## config.mk

```make
export PLATFORM = sky130hd
export DESIGN_NAME = instr_encoder
export DESIGN_NICKNAME = d
export VERILOG_FILES = /design/src/rtl/instr_enc_pkg.sv /design/src/rtl/instr_enc_table.sv /design/src/rtl/instr_encoder.sv
export SDC_FILE = /design/constraint.sdc
export NUM_CORES = 1
export LEC_CHECK = 0
export BUFFER_PORTS_ARGS = -buffer_cell sky130_fd_sc_hd__buf_2
export CAP_MARGIN = 40
export CORE_ASPECT_RATIO = 0.7
export CORE_MARGIN = 2
export CORE_UTILIZATION = 45
export CTS_BUF_LIST = sky130_fd_sc_hd__clkbuf_8
export DETAILED_ROUTE_END_ITERATION = 7
export HOLD_SLACK_MARGIN = 0.06
export PLACE_DENSITY = 0.84
export SLEW_MARGIN = 20
export SYNTH_ARGS = -nofsm -noshare
export SYNTH_HDL_FRONTEND = slang
export SYNTH_SLANG_ARGS = --single-unit
```

## constraint.sdc

```tcl
create_clock -name clk -period 4.1 [get_ports clk]
set_clock_uncertainty 0.05 [all_clocks]
set_input_delay 0.41 -clock clk [delete_from_list [all_inputs] [get_ports clk]]
set_output_delay 0.41 -clock clk [all_outputs]
set_load 0.1 [all_outputs]
```

## src/rtl/instr_enc_pkg.sv

```systemverilog
// instr_enc_pkg: op enumeration, MIPS32 opcode/funct constants, FSM state type and word builders
package instr_enc_pkg;

    typedef enum logic [5:0] {
        OP_ADD, OP_SUB, OP_AND, OP_OR, OP_SLT, OP_SLTU, OP_ADDU, OP_SUBU,
        OP_XOR, OP_NOR, OP_SLL, OP_SRL, OP_SRA, OP_SLLV, OP_SRLV, OP_SRAV,
        OP_JR, OP_JALR, OP_ADDI, OP_ADDIU, OP_ANDI, OP_ORI, OP_XORI, OP_LUI,
        OP_SLTI, OP_SLTIU, OP_LW, OP_SW, OP_BEQ, OP_BNE, OP_J, OP_JAL,
        OP_LI32
    } op_e;

    localparam logic [5:0] OPC_SPECIAL = 6'h00;
    localparam logic [5:0] OPC_J       = 6'h02;
    localparam logic [5:0] OPC_JAL     = 6'h03;
    localparam logic [5:0] OPC_BEQ     = 6'h04;
    localparam logic [5:0] OPC_BNE     = 6'h05;
    localparam logic [5:0] OPC_ADDI    = 6'h08;
    localparam logic [5:0] OPC_ADDIU   = 6'h09;
    localparam logic [5:0] OPC_SLTI    = 6'h0A;
    localparam logic [5:0] OPC_SLTIU   = 6'h0B;
    localparam logic [5:0] OPC_ANDI    = 6'h0C;
    localparam logic [5:0] OPC_ORI     = 6'h0D;
    localparam logic [5:0] OPC_XORI    = 6'h0E;
    localparam logic [5:0] OPC_LUI     = 6'h0F;
    localparam logic [5:0] OPC_LW      = 6'h23;
    localparam logic [5:0] OPC_SW      = 6'h2B;

    localparam logic [5:0] FN_SLL  = 6'h00;
    localparam logic [5:0] FN_SRL  = 6'h02;
    localparam logic [5:0] FN_SRA  = 6'h03;
    localparam logic [5:0] FN_SLLV = 6'h04;
    localparam logic [5:0] FN_SRLV = 6'h06;
    localparam logic [5:0] FN_SRAV = 6'h07;
    localparam logic [5:0] FN_JR   = 6'h08;
    localparam logic [5:0] FN_JALR = 6'h09;
    localparam logic [5:0] FN_ADD  = 6'h20;
    localparam logic [5:0] FN_ADDU = 6'h21;
    localparam logic [5:0] FN_SUB  = 6'h22;
    localparam logic [5:0] FN_SUBU = 6'h23;
    localparam logic [5:0] FN_AND  = 6'h24;
    localparam logic [5:0] FN_OR   = 6'h25;
    localparam logic [5:0] FN_XOR  = 6'h26;
    localparam logic [5:0] FN_NOR  = 6'h27;
    localparam logic [5:0] FN_SLT  = 6'h2A;
    localparam logic [5:0] FN_SLTU = 6'h2B;

`ifdef INSTR_ENC_PSEUDO_EN
    typedef enum logic [1:0] {ST_IDLE, ST_LI_HI, ST_LI_LO} state_t;
`else
    typedef enum logic {ST_IDLE} state_t;
`endif

    function automatic logic [31:0] r_word(input logic [4:0] rs, input logic [4:0] rt,
                                           input logic [4:0] rd, input logic [4:0] sh,
                                           input logic [5:0] fn);
        return {OPC_SPECIAL, rs, rt, rd, sh, fn};
    endfunction

    function automatic logic [31:0] i_word(input logic [5:0] opc, input logic [4:0] rs,
                                           input logic [4:0] rt, input logic [15:0] imm);
        return {opc, rs, rt, imm};
    endfunction

    function automatic logic [31:0] j_word(input logic [5:0] opc, input logic [25:0] tgt);
        return {opc, tgt};
    endfunction

endpackage

```

## src/rtl/instr_enc_table.sv

```systemverilog
// instr_enc_table: combinational map from abstract op and fields to a MIPS32 word plus illegal flag
module instr_enc_table
    import instr_enc_pkg::*;
(
    input  logic [5:0]  op,
    input  logic [4:0]  rs,
    input  logic [4:0]  rt,
    input  logic [4:0]  rd,
    input  logic [4:0]  shamt,
    input  logic [25:0] imm,
    output logic [31:0] word,
    output logic        illegal
);

    logic [15:0] imm16;
    assign imm16 = imm[15:0];

    // One word per op; fields the op does not use are tied to zero, LI32 is left to the caller
    always_comb begin
        word = '0;
        illegal = 1'b0;
        case (op)
            OP_ADD:   word = r_word(rs, rt, rd, 5'd0, FN_ADD);
            OP_SUB:   word = r_word(rs, rt, rd, 5'd0, FN_SUB);
            OP_AND:   word = r_word(rs, rt, rd, 5'd0, FN_AND);
            OP_OR:    word = r_word(rs, rt, rd, 5'd0, FN_OR);
            OP_SLT:   word = r_word(rs, rt, rd, 5'd0, FN_SLT);
            OP_SLTU:  word = r_word(rs, rt, rd, 5'd0, FN_SLTU);
            OP_ADDU:  word = r_word(rs, rt, rd, 5'd0, FN_ADDU);
            OP_SUBU:  word = r_word(rs, rt, rd, 5'd0, FN_SUBU);
            OP_XOR:   word = r_word(rs, rt, rd, 5'd0, FN_XOR);
            OP_NOR:   word = r_word(rs, rt, rd, 5'd0, FN_NOR);
            OP_SLL:   word = r_word(5'd0, rt, rd, shamt, FN_SLL);
            OP_SRL:   word = r_word(5'd0, rt, rd, shamt, FN_SRL);
            OP_SRA:   word = r_word(5'd0, rt, rd, shamt, FN_SRA);
            OP_SLLV:  word = r_word(rs, rt, rd, 5'd0, FN_SLLV);
            OP_SRLV:  word = r_word(rs, rt, rd, 5'd0, FN_SRLV);
            OP_SRAV:  word = r_word(rs, rt, rd, 5'd0, FN_SRAV);
            OP_JR:    word = r_word(rs, 5'd0, 5'd0, 5'd0, FN_JR);
            OP_JALR:  word = r_word(rs, 5'd0, 5'd31, 5'd0, FN_JALR);
            OP_ADDI:  word = i_word(OPC_ADDI, rs, rt, imm16);
            OP_ADDIU: word = i_word(OPC_ADDIU, rs, rt, imm16);
            OP_ANDI:  word = i_word(OPC_ANDI, rs, rt, imm16);
            OP_ORI:   word = i_word(OPC_ORI, rs, rt, imm16);
            OP_XORI:  word = i_word(OPC_XORI, rs, rt, imm16);
            OP_LUI:   word = i_word(OPC_LUI, 5'd0, rt, imm16);
            OP_SLTI:  word = i_word(OPC_SLTI, rs, rt, imm16);
            OP_SLTIU: word = i_word(OPC_SLTIU, rs, rt, imm16);
            OP_LW:    word = i_word(OPC_LW, rs, rt, imm16);
            OP_SW:    word = i_word(OPC_SW, rs, rt, imm16);
            OP_BEQ:   word = i_word(OPC_BEQ, rs, rt, imm16);
            OP_BNE:   word = i_word(OPC_BNE, rs, rt, imm16);
            OP_J:     word = j_word(OPC_J, imm);
            OP_JAL:   word = j_word(OPC_JAL, imm);
            default:  illegal = 1'b1;
        endcase
    end

endmodule

```

## src/rtl/instr_encoder.sv

```systemverilog
// instr_encoder: abstract request -> MIPS32 word stream with one-word output register; LI32 pseudo-op under INSTR_ENC_PSEUDO_EN
module instr_encoder #(
    parameter int CNT_W = 16
) (
    input  logic             clk,
    input  logic             rstn,
    input  logic             in_valid,
    output logic             in_ready,
    input  logic [5:0]       in_op,
    input  logic [4:0]       in_rs,
    input  logic [4:0]       in_rt,
    input  logic [4:0]       in_rd,
    input  logic [4:0]       in_shamt,
    input  logic [31:0]      in_imm,
    output logic             out_valid,
    input  logic             out_ready,
    output logic [31:0]      out_instr,
    output logic             err,
    output logic [CNT_W-1:0] word_cnt
);
    import instr_enc_pkg::*;

    logic [31:0] tbl_word;
    logic        tbl_illegal;
    logic [31:0] acc_word;
    logic [31:0] pend_word;
    logic        illegal;
    logic        accept;
    logic        drain;
    logic        reload;
    logic        idle_ok;
    logic        run;

    instr_enc_table u_table (
        .op      (in_op),
        .rs      (in_rs),
        .rt      (in_rt),
        .rd      (in_rd),
        .shamt   (in_shamt),
        .imm     (in_imm[25:0]),
        .word    (tbl_word),
        .illegal (tbl_illegal)
    );

    assign drain    = out_valid && out_ready;
    assign in_ready = run && idle_ok && (!out_valid || out_ready);
    assign accept   = in_valid && in_ready;

    // Hold off requests until the first clock after reset release
    always_ff @(posedge clk or negedge rstn) begin
        if (!rstn) run <= 1'b0;
        else       run <= 1'b1;
    end

`ifdef INSTR_ENC_PSEUDO_EN
    state_t      state;
    state_t      state_nx;
    logic        is_li;
    logic        li_split;
    logic [31:0] li_word;

    assign is_li    = in_op == OP_LI32;
    assign li_split = is_li && in_imm[31:16] != '0 && in_imm[15:0] != '0;
    assign li_word  = in_imm[31:16] == '0 ? i_word(OPC_ORI, 5'd0, in_rt, in_imm[15:0])
                                          : i_word(OPC_LUI, 5'd0, in_rt, in_imm[31:16]);
    assign illegal  = tbl_illegal && !is_li;
    assign acc_word = is_li ? li_word : tbl_word;
    assign reload   = drain && state == ST_LI_HI;
    assign idle_ok  = state == ST_IDLE;

    // FSM state register
    always_ff @(posedge clk or negedge rstn) begin
        if (!rstn) state <= ST_IDLE;
        else       state <= state_nx;
    end

    // A split LI32 walks through the LUI word then the ORI word, each left on its handshake
    always_comb begin
        state_nx = state;
        case (state)
            ST_IDLE:  if (accept && li_split) state_nx = ST_LI_HI;
            ST_LI_HI: if (drain) state_nx = ST_LI_LO;
            ST_LI_LO: if (drain) state_nx = ST_IDLE;
            default:  state_nx = ST_IDLE;
        endcase
    end

    // Park the ORI half of a split LI32 until the LUI word leaves
    always_ff @(posedge clk or negedge rstn) begin
        if (!rstn)                    pend_word <= '0;
        else if (accept && li_split) pend_word <= i_word(OPC_ORI, in_rt, in_rt, in_imm[15:0]);
    end
`else
    logic unused_imm_hi;

    assign unused_imm_hi = ^in_imm[31:26];
    assign illegal       = tbl_illegal;
    assign acc_word      = tbl_word;
    assign reload        = 1'b0;
    assign pend_word     = '0;
    assign idle_ok       = 1'b1;
`endif

    // Output register, one-cycle error pulse and handshake counter
    always_ff @(posedge clk or negedge rstn) begin
        if (!rstn) begin
            out_valid <= 1'b0;
            out_instr <= '0;
            err       <= 1'b0;
            word_cnt  <= '0;
        end else begin
            err <= accept && illegal;
            if (drain) word_cnt <= word_cnt + CNT_W'(1);
            if (accept) begin
                out_valid <= !illegal;
                if (!illegal) out_instr <= acc_word;
            end else if (reload) begin
                out_instr <= pend_word;
            end else if (drain) begin
                out_valid <= 1'b0;
            end
        end
    end

endmodule

```

# Word-level counts from Yosys, hierarchy flattened
# Index checks and enable logic that the tools add are counted.
[word_totals]
word_cells = 51
ff_bits = 51
in_bits = 62
output_inout_bits = 51
[classes]
mux = 4
n_eq_ne = 31
n_reduce_logical = 10
add_sub_neg = 1
[op_table]
columns = ["cell", "count"]
rows = [
  ["$pmux 32 s32", 1],
  ["$eq 6x5->1 const B", 16],
  ["$eq 6x4->1 const B", 8],
  ["$reduce_or 32->1", 1],
  ["$eq 6x3->1 const B", 4],
  ["$add 16x1->16 const B", 1],
  ["$eq 6x2->1 const B", 2],
  ["$eq 6x1->1 const B", 1],
  ["$logic_not 6->1", 1],
  ["$logic_and 1x1->1", 4],
  ["$mux 1", 3],
  ["$reduce_and 2->1", 1],
  ["$reduce_bool 2->1", 1],
  ["$logic_not 1->1", 1],
  ["$logic_or 1x1->1", 1],
]

# Longest topological paths before layout
[logic_depth]
word_depth = 5
ltp_mapped = 6
ltp_nobuf = 5

# Modules after synthesis
# From an unflattened synthesis, not the netlist that was laid out.
[hier_totals]
cells_unflattened = 251
area_unflattened_um2 = 2855.2
[modules_own_cells]
columns = ["mod", "seq_area_each_um2", "cells_each", "n_inst", "area_each_um2"]
rows = [
  ["instr_encoder", 1276.2, 133, 1, 2119.5],
  ["instr_enc_table", 0.0, 118, 1, 735.7],
]

# Worst setup path before layout
# Ideal clock, no wire load.
[synth_timing]
kind = "register to register"
startpoint = "reg word_cnt[2]"
endpoint = "reg word_cnt[15]"
arrival_time_ns = 2.088
t_required_ns = 3.892
synth_period_minus_slack_ns = 2.296
path_stages_with_launch = 5
path_slack_ns = 1.804
setup_ns = 0.158
path_buffers = 0
path_cell_list = "dfrtp_1 -> nand3_1 -> nor4_1 -> nand4_1 -> xnor2_1"
[synth_via]
elab_chain_cells = 1
[synth_rtl]
columns = ["item", "line_no", "text"]
rows = [
  ["start, declared", "instr_encoder.sv:19", "output logic [CNT_W-1:0] word_cnt"],
  ["start signal, assigned", "instr_encoder.sv:113", "if (drain) word_cnt <= word_cnt + CNT_W'(1);"],
  ["$add 16x1->16", "instr_encoder.sv:113", ""],
]
# Every way passes these cells.
# A chain may end at the register's enable or synchronous reset.

# Worst setup path in the final report
[layout_timing]
startpoint = "reg out_valid"
endpoint = "reg out_instr[6]"
[layout_via]
elab_chain_cells = 5
[layout_rtl]
columns = ["item", "line_no", "text"]
rows = [
  ["start, declared", "instr_encoder.sv:15", "output logic out_valid,"],
  ["start signal, assigned", "instr_encoder.sv:115", "out_valid <= !illegal;"],
  ["$logic_not 1->1", "instr_encoder.sv:46", "assign in_ready = run && idle_ok && (!out_valid || out_ready);"],
  ["$logic_or 1x1->1", "instr_encoder.sv:46", ""],
  ["$logic_and 1x1->1", "instr_encoder.sv:46", ""],
  ["$logic_and 1x1->1", "instr_encoder.sv:47", "assign accept = in_valid && in_ready;"],
  ["$reduce_and 2->1 (no line)", "--", ""],
  ["end signal, assigned", "instr_encoder.sv:116", "if (!illegal) out_instr <= acc_word;"],
  ["end signal, assigned", "instr_encoder.sv:118", "out_instr <= pend_word;"],
  ["end, declared", "instr_encoder.sv:17", "output logic [31:0] out_instr,"],
]
# Every way passes these cells.

==> results.md <==
- Drt initial violations: 156
- Layout Utilization: 60.1%
- Global route overflow: 0
- Critical-path cell list: nand2b_1 > nand4b_1 > buf_4 > a221oi_1 > nor2_1
- Required @ worst endpoint: between 4000 and 5000 ps
- Die area: 6210 um^2
- Maximum vdd drop: 0.288 mV
- Area share of the largest cell type after synthesis: between 40% and 50%
- Row count: 22
- CTS tree: built
- Ant. Diodes: 0
- Setup Buffers After CTS: 0
- Vias: about 2300
- Die height: 66.5 um
- Synth Instances: between 200 and 300
- Die width: about 93 um
- Core area: around 5300 um^2
- Hold buffers post-CTS: 0
- Post-DR wirelength/cell: between 10 and 15 um
- Initial antenna violation count: 0
- Startpoint Class: flop
- Crit path max-delay family: simple AND/OR/NAND/NOR gates
- CP Capture Type: flop
- Post-DP HPWL: around 4700 um
- Final hold violation count: 0
- Largest stage delay, worst path: around 640 ps
- Synth Cell Area: about 2500 um^2
- Post-layout min period: approximately 2100 ps
- First-pass detailed-route iteration total: 4
- Syn Area/Cell: slightly below 10 um^2
- Post-synth EDFFs: 0
- Fmax achieved: about 0.48 GHz
- Sequential cell area fraction in the yosys report: 49.8%
- Final slew viol count: 0
- Worst hold slack: ~150 ps
- First-pass GRT wire length: approximately 11000 um
- Tot Pwr: between 1.5 and 2 mW
- Number of global-route vias before repair: around 2300
- Synth warnings: 0
- Multi-input gate area: about 1100 um^2
- Synth Register Bits: 50
- # nets final: 419
- Post-Syn Nets: about 320
- CTS sink cnt: 50
- Root Buffer: clkbuf_8
- Fin crit share: slightly above 50%
- Slew @ Worst Pin: 854 ps
- Outcome: finished clean
- Total track usage: about 22%
- Critical Path Slowest Stage Cell: nand4b_1
- Boundary Pins: 113
- TritonCTS Buffers: 5
- CP max FO: 19
- Leakage power: between 1.5 and 2 nW
- RSZ-0062 raised after global routing: no
- Pwr per Cell Area: ~560 nW/um^2
- Setup TNS: 0 ps
- Syn-to-layout area delta: 27.0%
- Worst EP arrival: about 2200 ps
- Yosys cell types: 43
- H-tree Lvls: 2
- Drc violations: 0
- Leading post-synthesis cells by cell area: dfrtp_1, nor2_1, nand2_1
- Clock Latency Late Sink: between 300 and 400 ps
- Final Wtd Congestion: roughly 0.84
- FILL cells: 461
- Worst min-delay path class: in2async
- Slew Limit Headroom: 42.9%
- Post-synth ARST share: 100%
- Storage cell area: ~1300 um^2
- Pin count of the biggest net entering global routing: 51
- Share of cells above drive strength 1: roughly 34%
- Critical path class: reg2reg
- Synth area leader: dfrtp_1
- Clk pin slew, worst setup/hold paths: ~100 ps
- Top_reg_cell synth: dfrtp_1
- Port buffer count: 105
- Drt total wl: 6380 um
- Setup Viol. Count Final: 0
- Routed vias/inst: 5.42
- Max-cap violations: 0
- Initial Util: roughly 47%
- Clock buffer depth: 2
- CP bufs+invs: 1
- Routed Antenna Nets: 0
- # resized after CTS: 0
==> Yosys cell counts (4+ instances only) <==
library cell,count
a21oi_1,13
a221oi_1,10
a31oi_1,7
buf_2,6
clkbuf_1,10
dfrtp_1,50
inv_1,4
nand2_1,25
nand3_1,12
nand4_1,6
nor2_1,26
nor3_1,4
nor3b_1,5
o21ai_0,14
o22a_1,5
or4b_1,5
xnor2_1,8
xor2_1,9
==> area by class of cell <==
cell class	count	area share, %
multi-input cells	185	36.0
clock buffers	5	2.16
well taps	72	2.82
flip-flops and latches	50	39.2
repair buffers	110	17.9
inverters	4	0.470
clock inverters	3	1.49
==> report_power, final <==
group	total, mW	internal (mW)	switching (mW)	leakage (nW)
Combinational	0.824	0.136	0.688	0.901
Clock	0.355	0.186	0.169	0.0591
Sequential	0.620	0.567	0.0536	0.630
Total	1.80	0.889	0.910	1.59
==> flip-flops by register name (all words and copies together) (netlist names) <==
signal / flops
err: 1
out_instr: 31
out_valid: 1
run: 1
word_cnt: 16
==> metal layers <==
metal	GRT usage (%)	wire length, um
met3	4.64	455
met1	29.6	2940
met5	0	0
met2	37.1	2940
met4	5.70	47
==> path summary, 6_finish.rpt <==
path	start	end	slack [ps]	depth (start not counted)
worst max-delay path	out_valid	out_instr[6]	2000	5
worst min-delay path	rstn	word_cnt[5]	150	2
worst max register to register	out_valid	out_instr[6]	2000	5
worst min register to register	word_cnt[15]	word_cnt[15]	430	1
max in group asynchronous	rstn	out_instr[20]	3430	2
min in group clk	in_imm[4]	out_instr[4]	280	3
==> stage by stage <==
stage	area (um^2)	worst slack, ps	std cells
after detailed placement	3080	1790	421
final	3190	2000	429
after CTS	3190	2000	429
after floorplan	2510	1800	258
after global routing	3190	1810	429
after global placement	3050	1800	419
==> layout by cell type, fill, tap and decap left out, drive strengths merged, types with 2 or more instances in the layout <==
cell	netlist	final
nand2b	3	3
nor4	2	2
xor2	9	9
nor3	4	4
o21a	2	2
nor2b	3	3
buf	9	110
dfrtp	50	50
and2	2	2
xnor2	8	8
or4b	6	6
o21ai	15	15
nand3	12	12
and4b	3	3
a21oi	13	13
nand2	25	25
o31ai	2	2
nand4	6	6
nor3b	5	5
a221oi	10	10
a31oi	7	7
and3	3	3
clkbuf	10	5
conb	2	2
o22a	5	5
nor2	26	26
inv	4	6
==> kinds of logic (layout without fill, tap and decap cells) <==
kind of cell / after synthesis / count (layout) / share of synthesized area [%]
AO/OA/AOI/OAI: 59 / 59 / 16.2
XOR/XNOR: 17 / 17 / 5.92
adder cells (fa/ha/maj): 1 / 1 / 0.498
buffers and inverters: 23 / 122 / 4.48
flip-flops: 50 / 50 / 49.8
multiplexers: 2 / 2 / 0.846
other: 2 / 2 / 0.299
AND/OR/NAND/NOR: 104 / 104 / 22.0
Note: power is estimated with default switching activity, not from simulation.
